[src/rtl/clap_sequence_decoder.sv]
// Groups clap strobes into sequences and emits one command per sequence with the clap count.
// Optional post-command lockout is compiled in with `define CLAP_COOLDOWN_EN.
module clap_sequence_decoder #(
  parameter int unsigned GAP_TIMEOUT     = 50_000_000,
  parameter int unsigned MAX_CLAPS       = 4,
  parameter int unsigned COOLDOWN_CYCLES = 20_000_000
) (
  input  logic                           M_CLK,
  input  logic                           rst_i,
  input  logic                           clap_pulse_i,
  input  logic                           enable_i,
  output logic                           cmd_valid_o,
  output logic [$clog2(MAX_CLAPS+1)-1:0] cmd_count_o,
  output logic                           toggle_o,
  output logic                           busy_o
);

  localparam int unsigned CW     = $clog2(MAX_CLAPS + 1);
  localparam int unsigned TW_GAP = $clog2(GAP_TIMEOUT + 1);
`ifdef CLAP_COOLDOWN_EN
  localparam int unsigned TW_CD  = $clog2(COOLDOWN_CYCLES + 1);
  localparam int unsigned TW     = (TW_CD > TW_GAP) ? TW_CD : TW_GAP;
`else
  localparam int unsigned TW     = TW_GAP;
`endif

  if (GAP_TIMEOUT < 2) begin : g_bad_gap
    $error("GAP_TIMEOUT must be >= 2");
  end
  if (MAX_CLAPS < 2) begin : g_bad_max
    $error("MAX_CLAPS must be >= 2");
  end
  if (COOLDOWN_CYCLES < 1) begin : g_bad_cooldown
    $error("COOLDOWN_CYCLES must be >= 1");
  end

`ifdef CLAP_COOLDOWN_EN
  typedef enum logic [1:0] {IDLE, COUNTING, COOLDOWN} state_t;
`else
  typedef enum logic [1:0] {IDLE, COUNTING} state_t;
`endif

  state_t          state;
  logic [CW-1:0]   count;
  logic [TW-1:0]   timer;

  assign busy_o = (state != IDLE);

  always_ff @(posedge M_CLK) begin
    if (rst_i) begin
      state       <= IDLE;
      count       <= '0;
      timer       <= '0;
      cmd_valid_o <= 1'b0;
      cmd_count_o <= '0;
      toggle_o    <= 1'b0;
    end else begin
      cmd_valid_o <= 1'b0;
      case (state)
        IDLE: begin
          if (clap_pulse_i && enable_i) begin
            state <= COUNTING;
            count <= CW'(1);
            timer <= '0;
          end
        end
        COUNTING: begin
          if (!enable_i) begin
            state <= IDLE;
            count <= '0;
            timer <= '0;
          end else if (clap_pulse_i) begin
            // a clap on the timeout cycle extends the sequence rather than closing it
            timer <= '0;
            if (count != CW'(MAX_CLAPS)) count <= count + 1'b1;
          end else if (timer == TW'(GAP_TIMEOUT - 1)) begin
            cmd_valid_o <= 1'b1;
            cmd_count_o <= count;
            if (count == CW'(2)) toggle_o <= ~toggle_o;
            count <= '0;
            timer <= '0;
`ifdef CLAP_COOLDOWN_EN
            state <= COOLDOWN;
`else
            state <= IDLE;
`endif
          end else begin
            timer <= timer + 1'b1;
          end
        end
`ifdef CLAP_COOLDOWN_EN
        COOLDOWN: begin
          if (timer == TW'(COOLDOWN_CYCLES - 1)) begin
            state <= IDLE;
            timer <= '0;
          end else begin
            timer <= timer + 1'b1;
          end
        end
`endif
        default: begin
          state <= IDLE;
          count <= '0;
          timer <= '0;
        end
      endcase
    end
  end

endmodule

[config.mk]
export PLATFORM = sky130hd
export DESIGN_NAME = clap_sequence_decoder
export DESIGN_NICKNAME = d
export VERILOG_FILES = /design/src/rtl/clap_sequence_decoder.sv
export SDC_FILE = /design/constraint.sdc
export NUM_CORES = 1
export LEC_CHECK = 0
export CAP_MARGIN = 20
export CORE_UTILIZATION = 60
export CTS_BUF_LIST = sky130_fd_sc_hd__clkbuf_2
export CTS_CLUSTER_DIAMETER = 150
export DETAILED_ROUTE_END_ITERATION = 7
export DONT_BUFFER_PORTS = 1
export HOLD_SLACK_MARGIN = 0.06
export PLACE_DENSITY = 0.76
export SLEW_MARGIN = 10
export SYNTH_ARGS = -nofsm -noshare
export SYNTH_HDL_FRONTEND = slang
export SYNTH_SLANG_ARGS = --single-unit
[constraint.sdc]
create_clock -name M_CLK -period 4.28 [get_ports M_CLK]
set_input_delay 0.642 -clock M_CLK [delete_from_list [all_inputs] [get_ports M_CLK]]
set_output_delay 0.642 -clock M_CLK [all_outputs]
set_load 0.01 [all_outputs]
# [Yosys cells after proc, flatten, opt, wreduce, memory -nomap -nowiden]
# Index checks and enable logic that the tools add are counted.
[word_totals] in_bits=4 ff_bits=36 word_cells=46 output_inout_bits=6
[op_classes] n_reduce_logical=8 mux=17 n_eq_ne=9 addsub=2 n_bitwise=4
[ops] op="$mux 26" n=4
[ops] op="$pmux 26 s2" n=1
[ops] op="$add 26x1->26 const B" n=1
[ops] op="$eq 26x26->1 const B" n=1
[ops] op="$mux 3" n=5
[ops] op="$ne 3x3->1 const B" n=3
[ops] op="$mux 2" n=4
[ops] op="$ne 4x4->1 const B" n=2
[ops] op="$pmux 3 s2" n=1
[ops] op="$reduce_and 3->1" n=2
[ops] op="$reduce_and 5->1" n=1
[ops] op="$not 1->1" n=4
[ops] op="$pmux 2 s2" n=1
[ops] op="$reduce_and 4->1" n=1
[ops] op="$reduce_or 4->1" n=1
[ops] op="$add 3x1->3 const B" n=1
[ops] op="$eq 3x2->1 const B" n=1
[ops] op="$eq 2x1->1 const B" n=1
[ops] op="$logic_not 2->1" n=1
[ops] op="$ne 2x2->1 const B" n=1
[ops] op="$reduce_bool 2->1" n=1
[ops] op="$logic_and 1x1->1" n=1
[ops] op="$mux 1" n=1

# [Longest topological paths before layout]
# Gate-level depths: netlist of run 1.
[logic_depth] depth_word=5 mapped_depth=7 ltp_nobuf=6

# [Worst setup path after synthesis of run 1]
# No wires, ideal clock.
[synth_timing] path_kind="input to register" startpoint="input clap_pulse_i" endpoint="register timer[25]" path_stages=7 setup_slack_ps=2214 path_buffers=2 required_time_ps=4165 t_arrival_ps=1951 setup_ps=115 path_cell_list="buf_2 a21oi_1 or3_1 buf_2 nor4_1 xnor2_1 nor2_1"
[synth_between] elab_chain_cells=3 word_cells_on_any_way=5 classes_between="eq/ne (1); mux (3); reduce/logical (1)"
[synth_lines] item="start, declared" line_no="10" text="input logic clap_pulse_i,"
[synth_lines] item="$mux 26" line_no="72" text="end else if (clap_pulse_i) begin"
[synth_lines] item="$mux 26" line_no="68" text="if (!enable_i) begin"
[synth_lines] item="$pmux 26 s2" line_no="59" text="case (state)"
[synth_lines] item="end signal, assigned" line_no="88" text="timer <= timer + 1'b1;"
[synth_lines] item="end, declared" line_no="45" text="logic [TW-1:0] timer;"
# Several ways; a longest one is shown, not always the timed one.
# A chain may end at the register's enable or synchronous reset.

# [Final worst setup path of run 1]
[layout_timing] startpoint="register state[0]" endpoint="register timer[14]"
[layout_between] elab_chain_cells=2 word_cells_on_any_way=4 classes_between="eq/ne (2); mux (1); reduce/logical (1)"
[layout_lines] item="start, declared" line_no="43" text="state_t state;"
[layout_lines] item="start signal, assigned" line_no="51" text="state <= IDLE;"
[layout_lines] item="start signal, assigned" line_no="62" text="state <= COUNTING;"
[layout_lines] item="start signal, assigned" line_no="69" text="state <= IDLE;"
[layout_lines] item="$eq 2x1->1 / $logic_not 2->1 (equally long branches)" line_no="59"
[layout_lines] item="$pmux 26 s2 / $ne 2x2->1 (equally long branches)"
# Several ways; a longest one is shown, not always the timed one.

==> results of run 1 <==
-- report_power, final --
part	switching [W]	total (W)	internal, W
Combinational	0.0000126	0.0000189	0.00000631
Clock	0.000105	0.000144	0.0000393
Sequential	0.00000240	0.000330	0.000327
Total	0.000120	0.000493	0.000373
-- area by class of cell --
cell class,count,area [um2],area share [%]
Multi-Input combinational cell,165,1040,56.6
Inverter,4,15.0,0.815
Timing Repair Buffer,1,7.51,0.408
Tap cell,31,38.8,2.11
Clock buffer,6,30.0,1.63
Clock inverter,2,7.51,0.408
Sequential cell,35,701,38.0
-- metal layers --
layer / part of all wire [%] / global-route usage (%) / vias to the layer above / wire [um]
met5: 0 / 0 / - / 0
met4: 1.2 / 10.1 / 0 / 46
met3: 5.7 / 5.76 / 7 / 214
met2: 47 / 40.8 / 45 / 1780
met1: 46 / 33.0 / 743 / 1730
li1: - / - / 774 / -
-- per-stage QoR --
stage	hold WS, ns	instance area, um2	setup slack (ns)	std cells
6_report	0.301	1840	2.01	244
5_1_grt	0.265	1840	1.71	244
4_1_cts	0.292	1840	2.01	244
3_5_place_dp	0.501	1800	1.98	236
3_3_place_gp	0.489	1800	2.02	236
2_1_floorplan	0.463	1810	2.21	214
-- flip-flops by register name, indices dropped and copies added (netlist names) --
signal       flops
state            1
count            3
toggle_o         1
cmd_count_o      3
cmd_valid_o      1
timer           26
-- worst min path at each step --
stage                     cells past startpoint  slack, ns         to  startpoint
after floorplan                               1       0.46   timer[6]    timer[6]
after detailed placement                      1       0.50  timer[14]   timer[14]
after global placement                        1       0.49   timer[6]    timer[6]
after CTS                                     1       0.29  timer[12]       rst_i
after global routing                          1       0.26  timer[12]       rst_i
final                                         1       0.30  timer[12]       rst_i
-- critical path: cells and delay by family, from the launching register on --
family | cells | cell delay, ns
AND/OR/NAND/NOR | 2 | 0.40
flip-flops | 1 | 0.58
AO/OA/AOI/OAI | 3 | 1.24
-- cell usage in the layout (no fill, tap or decap), types with 6 or more instances in the layout --
cell type,instances
dfxtp_1,35
nor2_1,28
nand4_1,8
or3_1,6
xnor2_1,14
clkbuf_2,6
nand3_1,11
a31oi_1,7
nand2_1,20
nor3_1,6
nor4_1,8
-- logic make-up (layout without fill, tap and decap cells) --
logic type	Yosys count	after routing
AOI/OAI and AO/OA	27	27
DFF	35	35
adders and majority gates	4	4
xor gates and xnor gates	15	15
and+or+nand+nor	115	115
buffers and inverters	14	13
muxes	4	4
==> results.sh, run 1 <==
export IMPL_vias=1569
export IMPL_io_pin_count=10
export IMPL_seq_area_frac_synth_pct=38.8
export IMPL_cts_buffer_depth=2
export IMPL_cts_setup_buffers=0
export IMPL_finalClockSkew_ns=0.0179
export IMPL_avgSynthCellArea_um2=8.45
export IMPL_cp_startpoint="state[0]"
export IMPL_slew_violations=0
export IMPL_nets=220
export IMPL_finalHoldViolCount=0
export IMPL_finalPower_w=0.000493
export IMPL_ys_warn_count=0
export IMPL_synthSimpleGateAreaFrac_pct=34.7
export IMPL_setup_viol=0
export IMPL_rr_worst_depth=5
export IMPL_setup_tns_ns=0
export IMPL_fill_cells=231
export IMPL_cp_end_kind="register"
export IMPL_place_gp_congestion=0.803
export IMPL_globalRouteOverflowTotal=0
export IMPL_fin_crit_sh_pct=53.1
export IMPL_cts_max_level=2
export IMPL_min_path_type="in2reg"
export IMPL_worstSetupStartpointType="register"
export IMPL_yosysMostFrequentCell="dfxtp_1"
export IMPL_synth_edf_count=0
export IMPL_holdBufCountCts=0
export IMPL_grt_usage_pct=25.4
export IMPL_arrival_ns=2.58
export IMPL_grt_pass1_wl_um=6290
export IMPL_synthMuxAreaShare_pct=2.21
export IMPL_yosys_top_cells_count="35 x dfxtp_1, 28 x nor2_1, 20 x nand2_1"
export IMPL_crit_chain="nand2_1, or2_1, a21oi_1, a41oi_1, a311oi_1"
export IMPL_ys_async_sr_fraction_pct=0
export IMPL_synth_cell_type_count=40
export IMPL_cts_tree="built"
export IMPL_antenna_found_initial=0
export IMPL_irDropWorstVdd_v=0.000196
export IMPL_initial_utilization_pct=64.5
export IMPL_dieArea_um2=3240
export IMPL_cts_sinks=35
export IMPL_period_needed_ns=2.27
export IMPL_drive_gt1_share_pct=6.10
export IMPL_fmax_ghz=0.440
export IMPL_critPathSlowestCell="a21oi_1"
export IMPL_remaining_drc_errors=0
export IMPL_drv_cap=0
export IMPL_synth_compound_area_share_pct=10.7
export IMPL_r2r_end="timer[14]"
export IMPL_grt_pass1_vias=1387
export IMPL_dieWidth_um=56.9
export IMPL_clockRootBuffer="clkbuf_2"
export IMPL_yosys_area_top_type="dfxtp_1"
export IMPL_grt_max_degree=26
export IMPL_diodes=0
export IMPL_r2r_start="state[0]"
export IMPL_synthFlopType="dfxtp_1"
export IMPL_cp_max_fo=13
export IMPL_core_um2=2810
export IMPL_worst_slew_pin_slew_ns=0.940
export IMPL_status="complete, no violations"
export IMPL_routedWlPerCell_um=15.5
export IMPL_ys_ff_latch=35
export IMPL_cts_made_buffers=5
export IMPL_yosysTopAreaCellShare_pct=38.8
export IMPL_p_per_area_nw_per_um2=268
export IMPL_synth_area_um2=1810
export IMPL_criticalPathCategory="reg2reg"
export IMPL_power_leakage_nw=0.570
export IMPL_max_slew_margin_rel_pct=37.4
export IMPL_ant_nets=0
export IMPL_synthTopCellsByArea="dfxtp_1 39%, xnor2_1 6.8%, nor2_1 5.8%"
export IMPL_finish_utilization_pct=65.7
export IMPL_clk_pin_slew_worst_paths_ns=0.18
export IMPL_cts_resized=0
export IMPL_hpwl_um=2660
export IMPL_synth_cells=214
export IMPL_insertion_delay_ns=0.38
export IMPL_critPathMaxStageDelay_ns=0.75
export IMPL_synth_fp_nets=222
export IMPL_die_h_um=56.9
export IMPL_vias_per_cell=6.43
export IMPL_syn2layout_area_growth_pct=1.87
export IMPL_first_pass_iters=4
export IMPL_synth_top_family_by_area="simple AND/OR/NAND/NOR gates"
export IMPL_r2r_slack_ns=2.01
export IMPL_drt_iter0_drc=160
export IMPL_crit_end="timer[14]"
export IMPL_synth_xor_area_share_pct=7.27
export IMPL_totalWireLength_um=3780
export IMPL_port_buffer_count=0
export IMPL_synthAdderAreaFrac_pct=2.77
export IMPL_crit_required_ns=4.59
export IMPL_rsz0062_at_grt="no"
export IMPL_rows=19
No activity file was read; power rests on OpenSTA's default activity.
==> run 2: changes to the inputs <==
Clock period 4.28 ns to 2.4 ns, I/O delays scaled along.
==> run 2 against run 1 <==
  * Combinational power rose by 120%
  * Sequential share of layout area fell by 1.0 points
  * Clock-buffer cell count fell by 1
  * Total power rose by 100%
  * Critical path depth did not move
  * Clock power rose to 2.6 times the previous value
  * Maximum frequency rose by 7.0%
  * Die area did not move
  * Setup slack got worse by 1.7 ns
  * Sequential cell count did not move
  * Sequential power rose by 78%
  * First-iteration DRC count fell by 25%
==> results.sh, run 2 (same netlist as run 1, synthesis figures left out) <==
export IMPL_status="complete, no violations"
export IMPL_final_common_cell="dfxtp_1"
export IMPL_cp_end_kind="register"
export IMPL_switchingPower_w=0.000235
export IMPL_dr_max_layer_used="met4"
export IMPL_p_seq_share_pct=58.6
export IMPL_clk_pin_slew_worst_paths_ns=0.19
export IMPL_clockRootBuffer="clkbuf_2"
export IMPL_grt_pass1_wl_um=6820
export IMPL_critical_path_cell_count=5
export IMPL_antenna_found_initial=0
export IMPL_finalHoldViolCount=0
export IMPL_cp_max_fo=14
export IMPL_rows=19
export IMPL_io_pin_count=10
export IMPL_irDropWorstVdd_v=0.000388
export IMPL_period_needed_ns=2.12
export IMPL_dp_cells=238
export IMPL_top_register="timer"
export IMPL_worstHoldStart="rst_i"
export IMPL_grt_max_degree=19
export IMPL_syn2layout_area_growth_pct=4.71
export IMPL_p_int_w=0.000769
export IMPL_setup_viol=0
export IMPL_crit_chain="nor4_1, nand4_1, o21ai_4, a21o_2, nor2_1"
export IMPL_globalRouteOverflowTotal=0
export IMPL_drive_gt1_share_pct=7.41
export IMPL_grt_pass1_vias=1467
export IMPL_swShare_pct=23.4
export IMPL_worst_slew_pin_slew_ns=0.643
export IMPL_max_slew_margin_rel_pct=57.0
export IMPL_fin_crit_sh_pct=88.5
export IMPL_cts_buffer_depth=2
export IMPL_arrival_ns=2.40
export IMPL_p_per_area_nw_per_um2=530
export IMPL_worst_path_buf_inv=0
export IMPL_final_cell_mix="35 x dfxtp_1, 28 x nor2_1, 20 x nand2_1"
export IMPL_place_gp_congestion=0.820
export IMPL_met3_length_um=184
export IMPL_diodes=0
export IMPL_cts_sinks=35
export IMPL_cts_made_buffers=5
export IMPL_initial_utilization_pct=64.5
export IMPL_grt_usage_pct=27.4
export IMPL_finish_utilization_pct=67.5
export IMPL_min_path_type="in2reg"
export IMPL_clkPwrFrac_pct=37.3
export IMPL_met1Wirelength_um=1820
export IMPL_whs_path_depth=2
export IMPL_vias=1582
export IMPL_register_area_um2=701
export IMPL_fmax_ghz=0.471
export IMPL_r2r_start="timer[7]"
export IMPL_drt_iter0_drc=120
export IMPL_finalClockSkew_ns=0.0155
export IMPL_fill_cells=234
export IMPL_multi_input_area_um2=1040
export IMPL_crit_required_ns=2.68
export IMPL_critPathMaxStageDelay_ns=0.50
export IMPL_critPathSlowestCell="nor4_1"
export IMPL_comb_power_share_pct=4.1
export IMPL_first_pass_iters=4
export IMPL_wl_met2_um=1880
export IMPL_ant_nets=0
export IMPL_vias_per_cell=6.40
export IMPL_crit_family="simple AND/OR/NAND/NOR gates"
export IMPL_fin_cells=247
export IMPL_remaining_drc_errors=0
export IMPL_insertion_delay_ns=0.39
export IMPL_core_um2=2810
export IMPL_slew_violations=0
export IMPL_die_h_um=56.9
export IMPL_criticalPathCategory="reg2reg"
export IMPL_dieArea_um2=3240
export IMPL_reg_top3="timer: 26 flops, cmd_count_o: 3 flops, count: 3 flops"
export IMPL_setup_tns_ns=0
export IMPL_worstSetupStartpointType="register"
export IMPL_nets=223
export IMPL_power_leakage_nw=0.597
export IMPL_totalWireLength_um=3950
export IMPL_cts_max_level=2
export IMPL_rsz0062_at_grt="no"
export IMPL_rr_worst_depth=5
export IMPL_largest_register_ffs=26
export IMPL_cp_startpoint="timer[7]"
export IMPL_cts_tree="built"
export IMPL_routedWlPerCell_um=16.0
export IMPL_fin_hold_ws_ns=0.0993
export IMPL_dieWidth_um=56.9
export IMPL_hpwl_um=2800
export IMPL_drv_cap=0
export IMPL_port_buffer_count=0
## run 2: changes by cell type in the layout (fill, tap and decap cells not counted), sizes merged
cell,delta
dlygate4sd3,+1
clkbuf,-1
buf,+2
bufinv,+1
## run 2: power groups by stage
stage | clock [W] | sequential (W) | combinational (W)
global placement | 0 | 0.000600 | 0.0000333
finish | 0.000375 | 0.000589 | 0.0000407
CTS | 0.000381 | 0.000589 | 0.0000403
detailed placement | 0 | 0.000600 | 0.0000348
global route | 0.000411 | 0.000590 | 0.0000444
floorplan | 0 | 0.000598 | 0.0000336
## run 2: metrics by stage
stage	cell area [um2]	setup slack, ns	power (W)
4_1_cts	1890	0.302	0.00101
2_1_floorplan	1810	0.568	0.000632
6_report	1890	0.277	0.00100
5_1_grt	1890	0.153	0.00105
3_5_place_dp	1820	0.329	0.000635
3_3_place_gp	1820	0.395	0.000634
## run 2: timing repair
action / 4_1_cts / 5_1_grt
hold buffers: 1 / 0
hold endpoints to repair: 18 / 0
setup buffers: 0 / 0
gates resized for setup: 0 / 0
## run 2: worst paths after layout
path,to,slack (ns)
max,timer[24],0.28
max reg2reg,timer[24],0.28
min,count[0],0.1
min reg2reg,timer[2],0.54
## run 2: area by class of cell
class	count	share of cell area (%)
multi-input cells	165	55.1
clock inverters	3	2.05
clock buffers	5	1.32
flip-flops and latches	35	37.0
inverters	4	0.793
well taps	31	2.05
repair buffers	4	1.72
## run 2: per-layer routing
metal / global-route usage (%) / up-vias
met5: 0 / -
met4: 9.41 / 0
met3: 7.60 / 8
met2: 43.9 / 44
met1: 35.4 / 749
li1: - / 781
==> run 3: changes to the inputs <==
Settings changed: CAP_MARGIN 20 to 10.
==> results of run 3 <==
The final DEF is identical to that of run 2; final timing and power are the same.
